<file path="config.mk">
export PLATFORM = sky130hd
export DESIGN_NAME = tmds_channel_decoder
export DESIGN_NICKNAME = d
export VERILOG_FILES = /design/src/rtl/tmds_channel_decoder_pkg.sv /design/src/rtl/tmds_symbol_decode.sv /design/src/rtl/tmds_channel_decoder.sv
export SDC_FILE = /design/constraint.sdc
export NUM_CORES = 1
export LEC_CHECK = 0
export CORE_ASPECT_RATIO = 0.7
export CORE_MARGIN = 2
export CORE_UTILIZATION = 55
export DETAILED_ROUTE_END_ITERATION = 12
export PLACE_DENSITY = 0.74
export RECOVER_POWER = 100
export SYNTH_ARGS = -nofsm -noshare
export SYNTH_HDL_FRONTEND = slang
export SYNTH_SLANG_ARGS = --single-unit
</file>
<file path="constraint.sdc">
create_clock -name clk_pix -period 5.1 [get_ports clk_pix]
set_input_delay 1.02 -clock clk_pix [delete_from_list [all_inputs] [get_ports clk_pix]]
set_output_delay 1.02 -clock clk_pix [all_outputs]
set_load 0.005 [all_outputs]
</file>
<file path="src/rtl/tmds_channel_decoder_pkg.sv">
// Shared TMDS definitions: symbol width, the four control tokens and their ctrl encoding.
// The transmit-side encoder imports the same package.
package tmds_channel_decoder_pkg;

  localparam int unsigned SymW  = 10;
  localparam int unsigned CtrlW = 2;

  // Token constants, bit 9 leftmost.
  localparam logic [SymW-1:0] TokCtrl00 = 10'b1101010100;
  localparam logic [SymW-1:0] TokCtrl01 = 10'b0010101011;
  localparam logic [SymW-1:0] TokCtrl10 = 10'b0101010100;
  localparam logic [SymW-1:0] TokCtrl11 = 10'b1010101011;

  localparam logic [CtrlW-1:0] Ctrl00 = 2'b00;
  localparam logic [CtrlW-1:0] Ctrl01 = 2'b01;
  localparam logic [CtrlW-1:0] Ctrl10 = 2'b10;
  localparam logic [CtrlW-1:0] Ctrl11 = 2'b11;

  typedef enum logic [1:0] {
    StSearch,
    StVerify,
    StLocked
  } align_state_e;

endpackage

</file>
<file path="src/rtl/tmds_symbol_decode.sv">
// Combinational TMDS symbol decoder: control-token match plus 10b -> 8b data decode.
module tmds_symbol_decode
  import tmds_channel_decoder_pkg::*;
(
  input  logic [SymW-1:0]  aligned,
  output logic             is_token,
  output logic [CtrlW-1:0] ctrl,
  output logic [7:0]       data
);

  logic [7:0] d;

  always_comb begin
    is_token = 1'b1;
    ctrl     = Ctrl00;
    unique case (aligned)
      TokCtrl00: ctrl = Ctrl00;
      TokCtrl01: ctrl = Ctrl01;
      TokCtrl10: ctrl = Ctrl10;
      TokCtrl11: ctrl = Ctrl11;
      default:   is_token = 1'b0;
    endcase
  end

  // Undo the optional inversion, then the XOR/XNOR transition chain.
  always_comb begin
    d       = aligned[9] ? ~aligned[7:0] : aligned[7:0];
    data    = '0;
    data[0] = d[0];
    for (int i = 1; i < 8; i++) begin
      data[i] = aligned[8] ? (d[i] ^ d[i-1]) : ~(d[i] ^ d[i-1]);
    end
  end

endmodule

</file>
<file path="src/rtl/tmds_channel_decoder.sv">
// One TMDS channel receiver: bit alignment from control tokens, then symbol decode.
// Optional lock-loss counter enabled by defining TMDS_ALIGN_STATS_EN.
module tmds_channel_decoder
  import tmds_channel_decoder_pkg::*;
#(
  parameter int unsigned LOCK_COUNT = 16,
  parameter int unsigned MISS_LIMIT = 4096,
  parameter int unsigned CNTW       = 13
) (
  input  logic             clk_pix,
  input  logic             rst_pix,
  input  logic [SymW-1:0]  sym_in,
  output logic             locked,
  output logic [3:0]       align_offset,
  output logic             de,
  output logic [CtrlW-1:0] ctrl,
  output logic [7:0]       data
`ifdef TMDS_ALIGN_STATS_EN
  ,
  output logic [7:0]       relock_count
`endif
);

  align_state_e     state_q, state_d;
  logic [3:0]       offset_q, offset_d, offset_next;
  logic [CNTW-1:0]  miss_q, miss_d;
  logic [CNTW-1:0]  run_q, run_d;
  logic [SymW-1:0]  sym_prev_q;
  logic             de_q, de_d;
  logic [CtrlW-1:0] ctrl_q, ctrl_d;
  logic [7:0]       data_q, data_d;
  logic             lock_lost;

  logic [2*SymW-1:0] win;
  logic [SymW-1:0]   aligned;
  logic              is_token;
  logic [CtrlW-1:0]  tok_ctrl;
  logic [7:0]        dec_data;
  logic              miss_hit, run_hit;

  assign win = {sym_in, sym_prev_q};

  always_comb begin
    aligned = win[SymW-1:0];
    for (int k = 0; k < SymW; k++) begin
      if (offset_q == 4'(k)) aligned = win[k +: SymW];
    end
  end

  tmds_symbol_decode u_symbol_decode (
    .aligned  (aligned),
    .is_token (is_token),
    .ctrl     (tok_ctrl),
    .data     (dec_data)
  );

  assign miss_hit    = (miss_q == CNTW'(MISS_LIMIT - 1));
  assign run_hit     = (run_q == CNTW'(LOCK_COUNT - 1));
  assign offset_next = (offset_q == 4'd9) ? 4'd0 : offset_q + 4'd1;

  // A token always beats a miss-limit hit in the same cycle.
  always_comb begin
    state_d   = state_q;
    offset_d  = offset_q;
    miss_d    = miss_q;
    run_d     = run_q;
    lock_lost = 1'b0;
    unique case (state_q)
      StSearch: begin
        if (is_token) begin
          state_d = StVerify;
          run_d   = CNTW'(1);
          miss_d  = '0;
        end else if (miss_hit) begin
          offset_d = offset_next;
          miss_d   = '0;
        end else begin
          miss_d = miss_q + CNTW'(1);
        end
      end
      StVerify: begin
        if (is_token) begin
          if (run_hit) begin
            state_d = StLocked;
            miss_d  = '0;
          end else begin
            run_d = run_q + CNTW'(1);
          end
        end else begin
          state_d = StSearch;
          miss_d  = '0;
        end
      end
      StLocked: begin
        if (is_token) begin
          miss_d = '0;
        end else if (miss_hit) begin
          state_d   = StSearch;
          offset_d  = offset_next;
          miss_d    = '0;
          lock_lost = 1'b1;
        end else begin
          miss_d = miss_q + CNTW'(1);
        end
      end
      default: state_d = StSearch;
    endcase
  end

  // Outputs follow the next state so locked and de change on the same edge.
  always_comb begin
    de_d   = 1'b0;
    ctrl_d = '0;
    data_d = '0;
    if (state_d == StLocked) begin
      if (is_token) begin
        ctrl_d = tok_ctrl;
      end else begin
        de_d   = 1'b1;
        ctrl_d = ctrl_q;
        data_d = dec_data;
      end
    end
  end

  always_ff @(posedge clk_pix) begin
    if (rst_pix) begin
      state_q    <= StSearch;
      offset_q   <= '0;
      miss_q     <= '0;
      run_q      <= '0;
      sym_prev_q <= '0;
      de_q       <= 1'b0;
      ctrl_q     <= '0;
      data_q     <= '0;
    end else begin
      state_q    <= state_d;
      offset_q   <= offset_d;
      miss_q     <= miss_d;
      run_q      <= run_d;
      sym_prev_q <= sym_in;
      de_q       <= de_d;
      ctrl_q     <= ctrl_d;
      data_q     <= data_d;
    end
  end

`ifdef TMDS_ALIGN_STATS_EN
  logic [7:0] relock_q;

  always_ff @(posedge clk_pix) begin
    if (rst_pix) begin
      relock_q <= '0;
    end else if (lock_lost && relock_q != 8'hFF) begin
      relock_q <= relock_q + 8'd1;
    end
  end

  assign relock_count = relock_q;
`endif

  assign locked       = (state_q == StLocked);
  assign align_offset = offset_q;
  assign de           = de_q;
  assign ctrl         = ctrl_q;
  assign data         = data_q;

endmodule

</file>
==> summary.md, run 1 <==
| Metric | Value |
|---|---|
| Status | completed |
| Number of setup buffers added after CTS | 0 |
| RSZ-0062 raised after global routing | no |
| Routing usage on met1 | 47.64% |
| Area after DPL | ~4200 sq um |
| Antenna Diode Count | 0 |
| Slew HR | 8.096% |
| Final wirelength | 10,870 microns |
| Most area-hungry cell type in the Yosys netlist | dfxtp_1 |
| Initial drt markers | 441 |
| Power share of the sequential group | between 50% and 60% |
| Crit path arrival time | 4.78 ns |
| Busiest grt layer | met1 |
| Total iterations of the first detailed-routing run | 5 |
| Post_cts resized | 0 |
| Net Sw Frac | 24.33% |
| Avg Cell Area, Syn | 7.848 sq um |
| Worst Tran Pin Value | about 1.4 ns |
| Total track usage | between 30% and 40% |
| Register area share after synthesis | 27.88% |
| Combinational power share | 9.7% |
| Synth top area share | 27.88% |
| Routed Antenna Nets | 0 |
| Grt ovf | 0 |
| Syn nets | 506 |
| Final worst slack | 0.5347 ns |
| TNS Setup | 0 ns |
| I/O Buffers | 27 |
| Full die area | 7612 sq um |
| H-tree depth | 2 |
| Clk sinks | 53 |
| CP Max Fanout | 24 |
| Post-synth EDFFs | 0 |
| Critical path endpoint category | flop |
| Detailed placer's ending HPWL | around 7700 microns |
| Synth top area cells | dfxtp_1 (28%), nor2_1 (4.0%), nor2b_1 (3.3%) |
| Cts bufs inserted | 5 |
| Crit Path Category | flop to flop |
| Starting Density | 56.60% |
| Internal | roughly 0.62 mW |
| Fin. Hold Viols | 0 |
| Async S/R FF share, synth | 0% |
| Area delta synth->final | 12.46% |
| Die width | slightly above 100 microns |
| Post-route cell area | between 4000 and 5000 sq um |
| CTS clk-pin slew, worst paths | 0.11 ns |
| Class of the worst hold path | flop to flop |
| Pre-CTS setup slack | ~0.62 ns |
| CTS root buffer | clkbuf_8 |
| Yosys reg bits | between 50 and 60 |
| Initial antenna violation count | 0 |
| Cell Rows | 25 |
| Fmax | 219.0 MHz |
| Skew-Pair Late Insertion Delay | a little over 0.3 ns |
| CP required | 5.32 ns |
| Filler cells | 607 |
| Cells after Synth | between 400 and 500 |
| Wirelength per Cell | around 18 microns |
| Maxcap violations | 0 |
| First-pass GRT wire length | 18,020 microns |
| Die H | 73.60 microns |
| M3 GR Usage | between 5 and 6% |
| Final setup violating endpoints | 0 |
| Worst R2R Setup Slack | 0.53 ns |
| DR vias | 3,916 |
| Fin. max-slew vios | 0 |
| Top_reg_cell synth | dfxtp_1 |
| Clk_skew | 0.01365 ns |
| Post-route minimum period | 4.565 ns |
| Share of cells above drive strength 1 | 8.317% |
| IO Count | 28 |
| Vias in the first global route | 3,480 |
| CTS tree | yes |
| Syn. warnings | 0 |
| Leak | 1.657 nW |
| GP Congestion | just over 1 |
| Startpoint types | flop |
| PwrDens | 190.2 nW/um^2 |
| Distinct cells, synth | 73 |
| Total power | slightly above 0.8 mW |
| Max Buffers Root-to-Sink | 2 |
| Sw Pwr | 0.1981 mW |
| Cell area after synthesis | 3806 sq um |
| Post-CTS Hold Buffers | 0 |
| Post-synth top cells | dfxtp_1 (53), nor2_1 (41), nand2_1 (28) |
| Power share of the clock group | between 30% and 40% |
| Vias per cell | 6.538 |
| Core ar. | between 6000 and 7000 sq um |
| DRC Markers | 0 |
| Largest net degree at the start of global routing | 33 |
| M2 GR Usage | 41.51% |
| Final period utilization | 89.52% |
| Worst VDD drop | around 0.15 mV |
| Nets | 525 |
| Top-count cell post-synth | dfxtp_1 |
-- through the flow --
| stage | utilization (%) | cells | hold WS [ns] |
|---|---|---|---|
| after floorplan | - | 485 | 0.4685 |
| after CTS | 63.98 | 599 | 0.4855 |
| after detailed placement | 62.20 | 591 | 0.4710 |
| after global placement | 62.20 | 591 | 0.4737 |
| after global routing | 63.65 | 599 | 0.5364 |
| final | 63.65 | 599 | 0.4826 |
-- layer usage --
metal,part of all wire (%),up-vias
li1,-,1840
met1,49,1839
met2,40,227
met3,11,10
met4,0.81,0
met5,0,-
-- logic make-up after synthesis --
logic type / Yosys count / synth area share, %
buffers and inverters: 55 / 6.410
flip-flops: 53 / 27.88
AND/OR/NAND/NOR: 194 / 27.88
XOR/XNOR: 18 / 4.142
AO/OA/AOI/OAI: 140 / 26.36
multiplexers: 16 / 4.372
adder cells (fa/ha/maj): 9 / 2.959
-- worst max-delay path: stages (launching register included) --
cell and delay (ns):
dfxtp_1 0.88, clkbuf_1 0.45, nor2_2 0.13, a31oi_1 0.19, o221ai_1 0.20, a22o_1 0.29, nand2_1 0.06, a31oi_1 0.22
inv_1 0.12, ha_1 0.15, nand4_1 0.08, nor2_1 0.18, nand3_1 0.12, nand3_1 0.16, clkbuf_1 0.36, o21ai_1 0.10
clkbuf_1 0.25, o31a_1 0.35, o21a_1 0.18
-- path summary, 6_finish.rpt --
check,start,endpoint,cells past startpoint
setup / recovery,align_offset[3]$_SDFFE_PP0P_,run_q[12]$_SDFFE_PP0P_,18
hold reg to reg,ctrl[1]$_SDFFE_PP0P_,ctrl[1]$_SDFFE_PP0P_,2
setup reg to reg,align_offset[3]$_SDFFE_PP0P_,run_q[12]$_SDFFE_PP0P_,18
hold / removal,ctrl[1]$_SDFFE_PP0P_,ctrl[1]$_SDFFE_PP0P_,2
-- power by group through the flow --
| stage | Combinational, mW | Clock [mW] | Sequential, mW |
|---|---|---|---|
| after detailed placement | 0.0779 | 0 | 0.439 |
| after CTS | 0.0785 | 0.307 | 0.429 |
| after global routing | 0.0866 | 0.327 | 0.431 |
| final | 0.0792 | 0.305 | 0.430 |
| after floorplan | 0.0527 | 0 | 0.434 |
| after global placement | 0.0775 | 0 | 0.439 |
-- sequential cells by signal (all words and copies together) (netlist names) --
name          count
state_q           2
miss_q           13
sym_prev_q       10
align_offset      4
de                1
ctrl              2
run_q            13
data              8
-- final cells by class --
cell class / count / area (sq um) / area share (%)
multi-input cells: 377 / 2501 / 58.43
flip-flops and latches: 53 / 1061 / 24.79
repair buffers: 49 / 412.9 / 9.646
well taps: 94 / 117.6 / 2.748
clock buffers: 6 / 82.58 / 1.929
inverters: 18 / 67.56 / 1.578
clock inverters: 2 / 37.54 / 0.8769
-- cell usage in the layout, fill, tap and decap left out, types with 5 or more instances in the layout --
cell / n
dfxtp_1: 53
nor2_1: 41
nand2_1: 28
a21oi_1: 23
o21ai_0: 23
nor2b_1: 20
nand3_1: 19
inv_1: 18
buf_4: 16
and3_1: 15
dlygate4sd3_1: 15
o22ai_1: 12
clkdlybuf4s50_1: 12
mux2i_1: 11
nor3_1: 11
xnor2_1: 11
nor4_1: 9
ha_1: 9
o211ai_1: 8
a221o_1: 7
xor2_1: 7
and2_1: 6
nand4_1: 6
clkbuf_8: 6
clkbuf_1: 6
nand2b_1: 5
mux2_2: 5
a31oi_1: 5
a211o_1: 5
o2111ai_1: 5
or3_1: 5
No activity file was read; power rests on OpenSTA's default activity.
==> inputs of run 2 (changes only) <==
--- a/constraint.sdc
+++ b/constraint.sdc
@@ -3,2 +3,2 @@
 set_output_delay 1.02 -clock clk_pix [all_outputs]
-set_load 0.005 [all_outputs]
+set_load 0.05 [all_outputs]
==> summary.md, run 2 (synthesis gave the netlist of run 1 again) <==
| Metric | Value |
|---|---|
| TNS Setup | 0 ns (unchanged) |
| Die width | 103.4 microns (unchanged) |
| Post-CTS Hold Buffers | 0 (unchanged) |
| CP required | 5.31 ns (about the same) |
| Routed Antenna Nets | 0 (unchanged) |
| Fmax | 221.4 MHz (+1.1%) |
| Class of the worst hold path | flop to flop |
| H-tree depth | 2 (unchanged) |
| Full die area | 7612 sq um (unchanged) |
| Skew-Pair Late Insertion Delay | 0.30 ns (about the same) |
| Starting Density | 56.60% (unchanged) |
| Number of setup buffers added after CTS | 0 (unchanged) |
| Final period utilization | 88.58% (-0.94 points) |
| Max Buffers Root-to-Sink | 2 (unchanged) |
| Leak | 1.673 nW (+0.95%) |
| I/O Buffers | 27 (unchanged) |
| Fin. max-slew vios | 0 (unchanged) |
| Startpoint types | flop |
| Clk sinks | 53 (unchanged) |
| Slew HR | 9.298% (+1.2 points) |
| Cts bufs inserted | 5 (unchanged) |
| Area delta synth->final | 12.66% |
| Crit Path Category | flop to flop |
| Critical path endpoint category | flop |
| Largest net degree at the start of global routing | 33 (unchanged) |
| Grt ovf | 0 (unchanged) |
| CTS tree | yes |
| IO Count | 28 (unchanged) |
| Final worst slack | 0.5825 ns (+0.04780 ns) |
| Final setup violating endpoints | 0 (unchanged) |
| Internal | 0.6161 mW (about the same) |
| Total power | 0.8122 mW (-0.25%) |
| Power share of the sequential group | 52.9% (about the same) |
| Antenna Diode Count | 0 (unchanged) |
| CP Max Fanout | 32 (+33%) |
| Vias in the first global route | 3,480 (unchanged) |
| Crit path arrival time | 4.73 ns (-0.05 ns) |
| Vias per cell | 6.456 (-1.3%) |
| Filler cells | 606 (-0.16%) |
| RSZ-0062 raised after global routing | no |
| Total track usage | 30.04% (unchanged) |
| Top Registers | miss_q (13), run_q (13), sym_prev_q (10) |
| GP Congestion | 1.015 (unchanged) |
| Status | completed |
| Core ar. | 6725 sq um (unchanged) |
| Worst Tran Pin Value | 1.361 ns (-0.01803 ns) |
| Post_cts resized | 0 (unchanged) |
| Layout Cells excl Fill | 599 (unchanged) |
| Combinational power share | 9.8% (about the same) |
| PwrDens | 189.4 nW/um^2 (-0.43%) |
| Clk_skew | 0.01039 ns (-0.003266 ns) |
| Worst VDD drop | 0.1494 mV (-0.17%) |
| Initial drt markers | 450 (+2.0%) |
| First-pass GRT wire length | 18,020 microns (unchanged) |
| Share of cells above drive strength 1 | 8.713% (+0.40 points) |
| Post-route cell area | 4288 sq um (+0.18%) |
| Cell Rows | 25 (unchanged) |
| Final wirelength | 10,900 microns (+0.35%) |
| Initial antenna violation count | 0 (unchanged) |
| Pre-CTS setup slack | 0.6212 ns (unchanged) |
| Maxcap violations | 0 (unchanged) |
| DR vias | 3,867 (-1.3%) |
| Post-route minimum period | 4.518 ns (-0.04780 ns) |
| Power share of the clock group | 37.3% (-0.2 points) |
| DRC Markers | 0 (unchanged) |
| Commonest cells after routing, fill and taps aside | dfxtp_1 (53), nor2_1 (41), nand2_1 (28) |
| Die H | 73.60 microns (unchanged) |
| Wirelength per Cell | 18.20 microns (+0.35%) |
| CTS clk-pin slew, worst paths | 0.10 ns (about the same) |
| Fin. Hold Viols | 0 (unchanged) |
| Placed Cells | 591 (unchanged) |
| Total iterations of the first detailed-routing run | 6 (+1) |
| Net Sw Frac | 24.15% (-0.18 points) |
| Nets | 525 (unchanged) |
| Most common cell after layout, fill and taps aside | dfxtp_1 |
| Detailed placer's ending HPWL | 7739 microns (unchanged) |
| Area after DPL | 4183 sq um (unchanged) |
| CTS root buffer | clkbuf_8 |
| Sw Pwr | 0.1961 mW (-1.0%) |
run 2: worst paths after layout:
check                                             startpoint                     end  slack [ns]  cells after the start
worst max-delay path            align_offset[1]$_SDFFE_PP0P_  run_q[12]$_SDFFE_PP0P_        0.58                     17
worst min-delay path                    ctrl[1]$_SDFFE_PP0P_    ctrl[1]$_SDFFE_PP0P_        0.48                      2
worst max register to register  align_offset[1]$_SDFFE_PP0P_  run_q[12]$_SDFFE_PP0P_        0.58                     17
worst min register to register          ctrl[1]$_SDFFE_PP0P_    ctrl[1]$_SDFFE_PP0P_        0.48                      2
run 2: area by class of cell:
type	instances	area [sq um]	area share (%)
Clock buffer	6	82.58	1.926
Timing Repair Buffer	49	420.4	9.804
Clock inverter	2	37.54	0.8754
Sequential cell	53	1061	24.74
Inverter	18	67.56	1.576
Multi-Input combinational cell	377	2501	58.33
Tap cell	94	117.6	2.743
run 2: power groups by stage:
stage / clock [mW] / combinational (mW) / sequential (mW)
6_report: 0.303 / 0.0793 / 0.430
5_1_grt: 0.327 / 0.0866 / 0.431
4_1_cts: 0.307 / 0.0785 / 0.429
3_5_place_dp: 0 / 0.0779 / 0.439
3_3_place_gp: 0 / 0.0775 / 0.439
2_1_floorplan: 0 / 0.0527 / 0.434
run 2: routing by layer:
| layer | vias to the layer above | share of wire, % | GRT usage, % | routed length, microns |
|---|---|---|---|---|
| met5 | - | 0 | 0 | 0 |
| met4 | 0 | 0.82 | 5.848 | 89 |
| met3 | 12 | 11 | 5.899 | 1215 |
| met2 | 230 | 39 | 41.51 | 4295 |
| met1 | 1785 | 49 | 47.64 | 5303 |
| li1 | 1840 | - | - | - |
run 2: worst max-delay path, stage by stage (launching register included):
cell and delay (ns):
dfxtp_1 1.05, buf_4 0.34, mux2_2 0.35, nand2_1 0.07
o211ai_1 0.11, a221oi_1 0.34, nor2_1 0.18, inv_1 0.09
ha_1 0.14, nand4_1 0.07, nor2_1 0.19, nand3_1 0.11
nand3_1 0.15, clkbuf_1 0.36, o21ai_1 0.10, clkbuf_1 0.25
o31a_1 0.35, o21a_1 0.18
run 2: per-stage QoR:
step           util, %  hold WS (ns)
2_1_floorplan        -        0.4685
3_3_place_gp     62.20        0.4737
3_5_place_dp     62.20        0.4710
4_1_cts          63.98        0.4855
5_1_grt          63.76        0.5364
6_report         63.76        0.4800
==> edit 1 (config.mk and constraints of run 2) <==
`data_q` no longer has a reset.
--- a/src/rtl/tmds_channel_decoder.sv
+++ b/src/rtl/tmds_channel_decoder.sv
@@ -132,7 +132,6 @@
       sym_prev_q <= '0;
       de_q       <= 1'b0;
       ctrl_q     <= '0;
-      data_q     <= '0;
     end else begin
       state_q    <= state_d;
       offset_q   <= offset_d;
@@ -141,8 +140,11 @@
       sym_prev_q <= sym_in;
       de_q       <= de_d;
       ctrl_q     <= ctrl_d;
-      data_q     <= data_d;
     end
+  end
+
+  always_ff @(posedge clk_pix) begin
+    data_q <= data_d;
   end
 
 `ifdef TMDS_ALIGN_STATS_EN
Formal check against the unedited RTL: no difference found for any inputs over 10 cycles, from zero or initial values and one cycle with rst_pix high; that may be too few to reach the edited logic, so the function may still have changed.
==> edit 1 against run 2 <==
  * Synthesized area is 2.0% higher
  * Sequential share of layout area grew 0.20 points
  * Combinational power is 2.8% higher
  * Worst setup slack improved by 0.064 ns
  * Routed wire length barely moved
  * Final area is 0.82% lower
  * Power is 5.0% higher
  * Count of clock-buffer cells in the layout fell by 1
  * Sequential cell count stayed put
  * First-iteration DRC count grew 14%
  * Critical path depth shrank 6
  * Hold slack better by 0.0012 ns
==> edit 1: results (changes against run 2) <==
| Metric | Value |
|---|---|
| Worst Hold Launch | `ctrl[0] (was ctrl[1])` |
| Final-layout non-clock buffer area share | `8.12% (was 9.80%)` |
| Number of buffers added on ports | `27 (unchanged)` |
| First-pass GRT wire length | `17800 um (was 18000 um)` |
| Worst Path Arrival | `4.67 ns (was 4.73 ns)` |
| Ys flop type | `dfxtp_1 (unchanged)` |
| Outcome | `complete, no violations (unchanged)` |
| Leak | `1.64 nW (was 1.67 nW)` |
| R2R Setup Slk | `0.65 ns (was 0.58 ns)` |
| Library cells used by synthesis | `82 (was 73)` |
| Post-route insts no fill | `588 (was 599)` |
| Crit-path max FO | `26 (was 32)` |
| Hold Path End | `ctrl[0] (was ctrl[1])` |
| Slew Limit Headroom | `14.9% (was 9.30%)` |
| Fin area | `4250 sq um (was 4290 sq um)` |
| Synth cell count leaders | `dfxtp_1, nor2_1, a21oi_1, o21ai_0, nand2_1 (was dfxtp_1, nor2_1, nand2_1, a21oi_1, o21ai_0)` |
| Area post-placement | `4140 sq um (was 4180 sq um)` |
| Worst flop-to-flop path endpoint | `run_q[2] (was run_q[12])` |
| GP Congestion | `1.02 (about the same)` |
| Layout fillers | `616 (was 606)` |
| Register area share after synthesis | `27.3% (was 27.9%)` |
| Reg2Reg Depth | `11 (was 17)` |
| DRT Pass-1 Iters | `5 (was 6)` |
| Setup WS pre-CTS | `0.737 ns (was 0.621 ns)` |
| Signal buffers | `38 (was 49)` |
| Syn Inst Count | `484 (was 485)` |
| Vias in the first global route | `3454 (was 3480)` |
| Clock skew | `0.0111 ns (was 0.0104 ns)` |
| HPWL Detailed | `7820 um (was 7740 um)` |
| Routed WL | `10900 um (about the same)` |
| Initial DRC Count | `515 (was 450)` |
| Layout cells sized above 1 | `8.70% (was 8.71%)` |
| Top cells by area, synth | `dfxtp_1, a21oi_1, nor2_1 (was dfxtp_1, nor2_1, nor2b_1)` |
| Clk_lat worst skew | `0.32 ns (was 0.30 ns)` |
| Invs w/o clock | `16 (was 18)` |
| Hold Slack | `0.481 ns (was 0.480 ns)` |
| Clk root buf | `clkbuf_8 (unchanged)` |
| FF/Latch Area | `1060 sq um (unchanged)` |
| Placed cells | `580 (was 591)` |
| Pin count of the biggest net entering global routing | `30 (was 33)` |
| Mapped Nets | `498 (was 506)` |
| FFs & Latches | `53 (unchanged)` |
| Peak supply drop | `0.000184 V (was 0.000149 V)` |
| Vias/cell | `6.62 (was 6.46)` |
| Nets | `507 (was 525)` |
-- edit 1: cell types whose count changed after synthesis, sizes merged, moves of 6 or more --
cell	run 2	this run
a21oi	23	32
ha	9	2
a22oi	2	8
nand2b	5	12
buf	19	26
and2	9	2
and3	15	8
o21ai	25	32
clkbuf	18	10
o2111ai	6	0
-- edit 1: power breakdown --
group | switching, mW | internal, mW
Sequential | 0.0131 | 0.420
Combinational | 0.0446 | 0.0369
Clock | 0.143 | 0.195
Total | 0.201 | 0.652
-- edit 1: worst max-delay path by stage --
stage / start / to / slack [ns]
final: align_offset[1] / run_q[2] / 0.65
after detailed placement: sym_in[2] / miss_q[8] / 0.74
after global placement: sym_in[2] / run_q[0] / 0.75
after global routing: align_offset[1] / run_q[2] / 0.33
after floorplan: sym_in[4] / run_q[0] / 1.64
after CTS: align_offset[1] / miss_q[0] / 0.97
-- edit 1: logic make-up (layout without fill, tap and decap cells) --
| logic type | after synthesis | after routing | synth area share (%) |
|---|---|---|---|
| buffers and inverters | 52 | 62 | 7.02 |
| DFF | 53 | 53 | 27.3 |
| muxes | 16 | 16 | 4.25 |
| AOI/OAI and AO/OA | 151 | 151 | 28.1 |
| adders and majority gates | 2 | 2 | 0.644 |
| xor gates and xnor gates | 18 | 18 | 4.06 |
| and+or+nand+nor | 192 | 192 | 28.6 |
-- edit 1: layer usage --
layer	global-route usage (%)	share of wire (%)	wire (um)
met2	40.7	40	4320
met4	6.01	1.2	130
met1	42.3	46	5010
met3	9.99	13	1440
met5	0	0	0
-- edit 1: critical path, delay by kind of cell (launching register included) --
family	cells	cell delay, ns
AOI/OAI and AO/OA	5	1.56
buffers and inverters	1	0.40
and+or+nand+nor	5	1.42
DFF	1	0.96
==> edit 2 (config.mk and constraints of run 2) <==
Without the edit above. Build with the macro `TMDS_ALIGN_STATS_EN` defined.
--- a/src/rtl/tmds_channel_decoder.sv
+++ b/src/rtl/tmds_channel_decoder.sv
@@ -1,5 +1,7 @@
 // One TMDS channel receiver: bit alignment from control tokens, then symbol decode.
 // Optional lock-loss counter enabled by defining TMDS_ALIGN_STATS_EN.
+`define TMDS_ALIGN_STATS_EN
+
 module tmds_channel_decoder
   import tmds_channel_decoder_pkg::*;
 #(
Behaviour (old outputs only; new: relock_count): no difference found for any inputs over 10 cycles, from zero or initial values and one cycle with rst_pix high; that may be too few to reach the edited logic, so the function may still have changed.
==> edit 2 against run 2 <==
  * Worst setup slack got worse by 0.13 ns
  * Routed wire length rose by 4.7%
  * Sequential share of layout area rose by 0.91 points
  * Synthesized cell count rose by 12%
  * Final area rose by 11%
  * Power rose by 18%
  * Synthesized area rose by 11%
  * Sequential cell count rose by 8
==> edit 2: results (changes against run 2) <==
| Metric | Value |
|---|---|
| Grt met3 use | `6.81% (was 5.90%)` |
| Worst path slowest cell | `or4b_1 (was dfxtp_1)` |
| Mapped Nets | `565 (was 506)` |
| Area fraction in compound gates after synthesis | `26.1% (was 26.4%)` |
| DRT Pass-1 Iters | `5 (was 6)` |
| Worst flop-to-flop path endpoint | `run_q[7] (was run_q[12])` |
| HPWL Detailed | `8030 um (was 7740 um)` |
| Peak supply drop | `0.000178 V (was 0.000149 V)` |
| R2R Setup Slk | `0.45 ns (was 0.58 ns)` |
| Hold Slack | `0.470 ns (was 0.480 ns)` |
| Max Buffers Root-to-Sink | `2 (unchanged)` |
| Layout cells sized above 1 | `7.03% (was 8.71%)` |
| Synth cell count leaders | `nor2_1, dfxtp_1, nand2_1, a21oi_1, nand3_1 (was dfxtp_1, nor2_1, nand2_1, a21oi_1, o21ai_0)` |
| Clock skew | `0.00883 ns (was 0.0104 ns)` |
| Pin count of the biggest net entering global routing | `34 (was 33)` |
| Clock transition at path regs | `0.07 ns (was 0.10 ns)` |
| Vias in the first global route | `3841 (was 3480)` |
| Setup WS pre-CTS | `0.592 ns (was 0.621 ns)` |
| Top cells by area, synth | `dfxtp_1, nor2_1, a21oi_1 (was dfxtp_1, nor2_1, nor2b_1)` |
| Post-synthesis adder-cell area fraction | `2.95% (was 2.96%)` |
| Placed cells | `652 (was 591)` |
| Leak | `1.87 nW (was 1.67 nW)` |
| Outcome | `complete, no violations (unchanged)` |
| Number of buffers added on ports | `35 (was 27)` |
| Reg2reg start | `align_offset[3] (was align_offset[1])` |
| Multiplexer share of the synthesized area | `4.13% (was 4.37%)` |
| Hold Path End | `miss_q[12] (was ctrl[1])` |
| Xor/xnor cell area share of the yosys netlist | `3.51% (was 4.14%)` |
| Worst Path Arrival | `4.93 ns (was 4.73 ns)` |
| First-pass GRT wire length | `19200 um (was 18000 um)` |
| GP Congestion | `0.949 (was 1.02)` |
| Routed WL | `11400 um (was 10900 um)` |
| Grt met1 use | `44.1% (was 47.6%)` |
| TritonCTS Buffers | `9 (was 5)` |
| Syn Inst Count | `543 (was 485)` |
| Register area share after synthesis | `28.8% (was 27.9%)` |
| Area post-placement | `4620 sq um (was 4180 sq um)` |
| Reg2Reg Depth | `12 (was 17)` |
| Max incr delay on CP | `0.77 ns (was 1.05 ns)` |
| Worst Hold Launch | `miss_q[12] (was ctrl[1])` |
| Nets | `587 (was 525)` |
| M2 GR Usage | `39.2% (was 41.5%)` |
| Crit-path max FO | `14 (was 32)` |
| Initial DRC Count | `526 (was 450)` |
[edit 2: cell count changes in the layout (fill, tap and decap cells not counted), moves of 6 or more]
cell	before	now
nand2b_1	5	13
dfxtp_1	53	61
dlygate4sd3_1	17	25
and3_1	15	9
a21oi_1	23	36
nor2_1	41	63
o22ai_1	12	2
a211oi_1	4	16
buf_4	18	10
nand2_1	28	42
[edit 2: cell families after synthesis]
group | after synthesis
buf+inv | 50
xor+xnor | 17
fa+ha+maj | 10
compound gates | 152
flops | 61
simple gates | 236
mux | 17
[edit 2: worst max path at each step]
stage,start,endpoint,slack (ns)
floorplan,align_offset[1],run_q[2],0.94
global placement,sym_in[0],ctrl[1],0.71
detailed placement,sym_in[0],ctrl[1],0.59
CTS,align_offset[3],ctrl[1],0.69
global route,align_offset[3],run_q[7],0.21
finish,align_offset[3],run_q[7],0.45
[edit 2: power groups by stage]
stage / clock network (mW) / logic (mW) / registers, mW
floorplan: 0 / 0.0577 / 0.498
global placement: 0 / 0.0807 / 0.503
detailed placement: 0 / 0.0808 / 0.503
CTS: 0.387 / 0.0821 / 0.493
global route: 0.414 / 0.0902 / 0.494
finish: 0.382 / 0.0827 / 0.494
[edit 2: cell type report]
class                      count  area (sq um)
tap                           98           123
sequential                    61          1220
clock inverter                 4          25.0
timing repair buffer          47           433
fill                         623          2630
clock buffer                  11           141
multi-input combinational    432          2760
inverter                      14          52.6
[edit 2: routing by layer]
layer / wire [um] / part of all wire [%]
met5: 0 / 0
met1: 5440 / 48
met4: 204 / 1.8
met2: 4770 / 42
met3: 1000 / 8.8
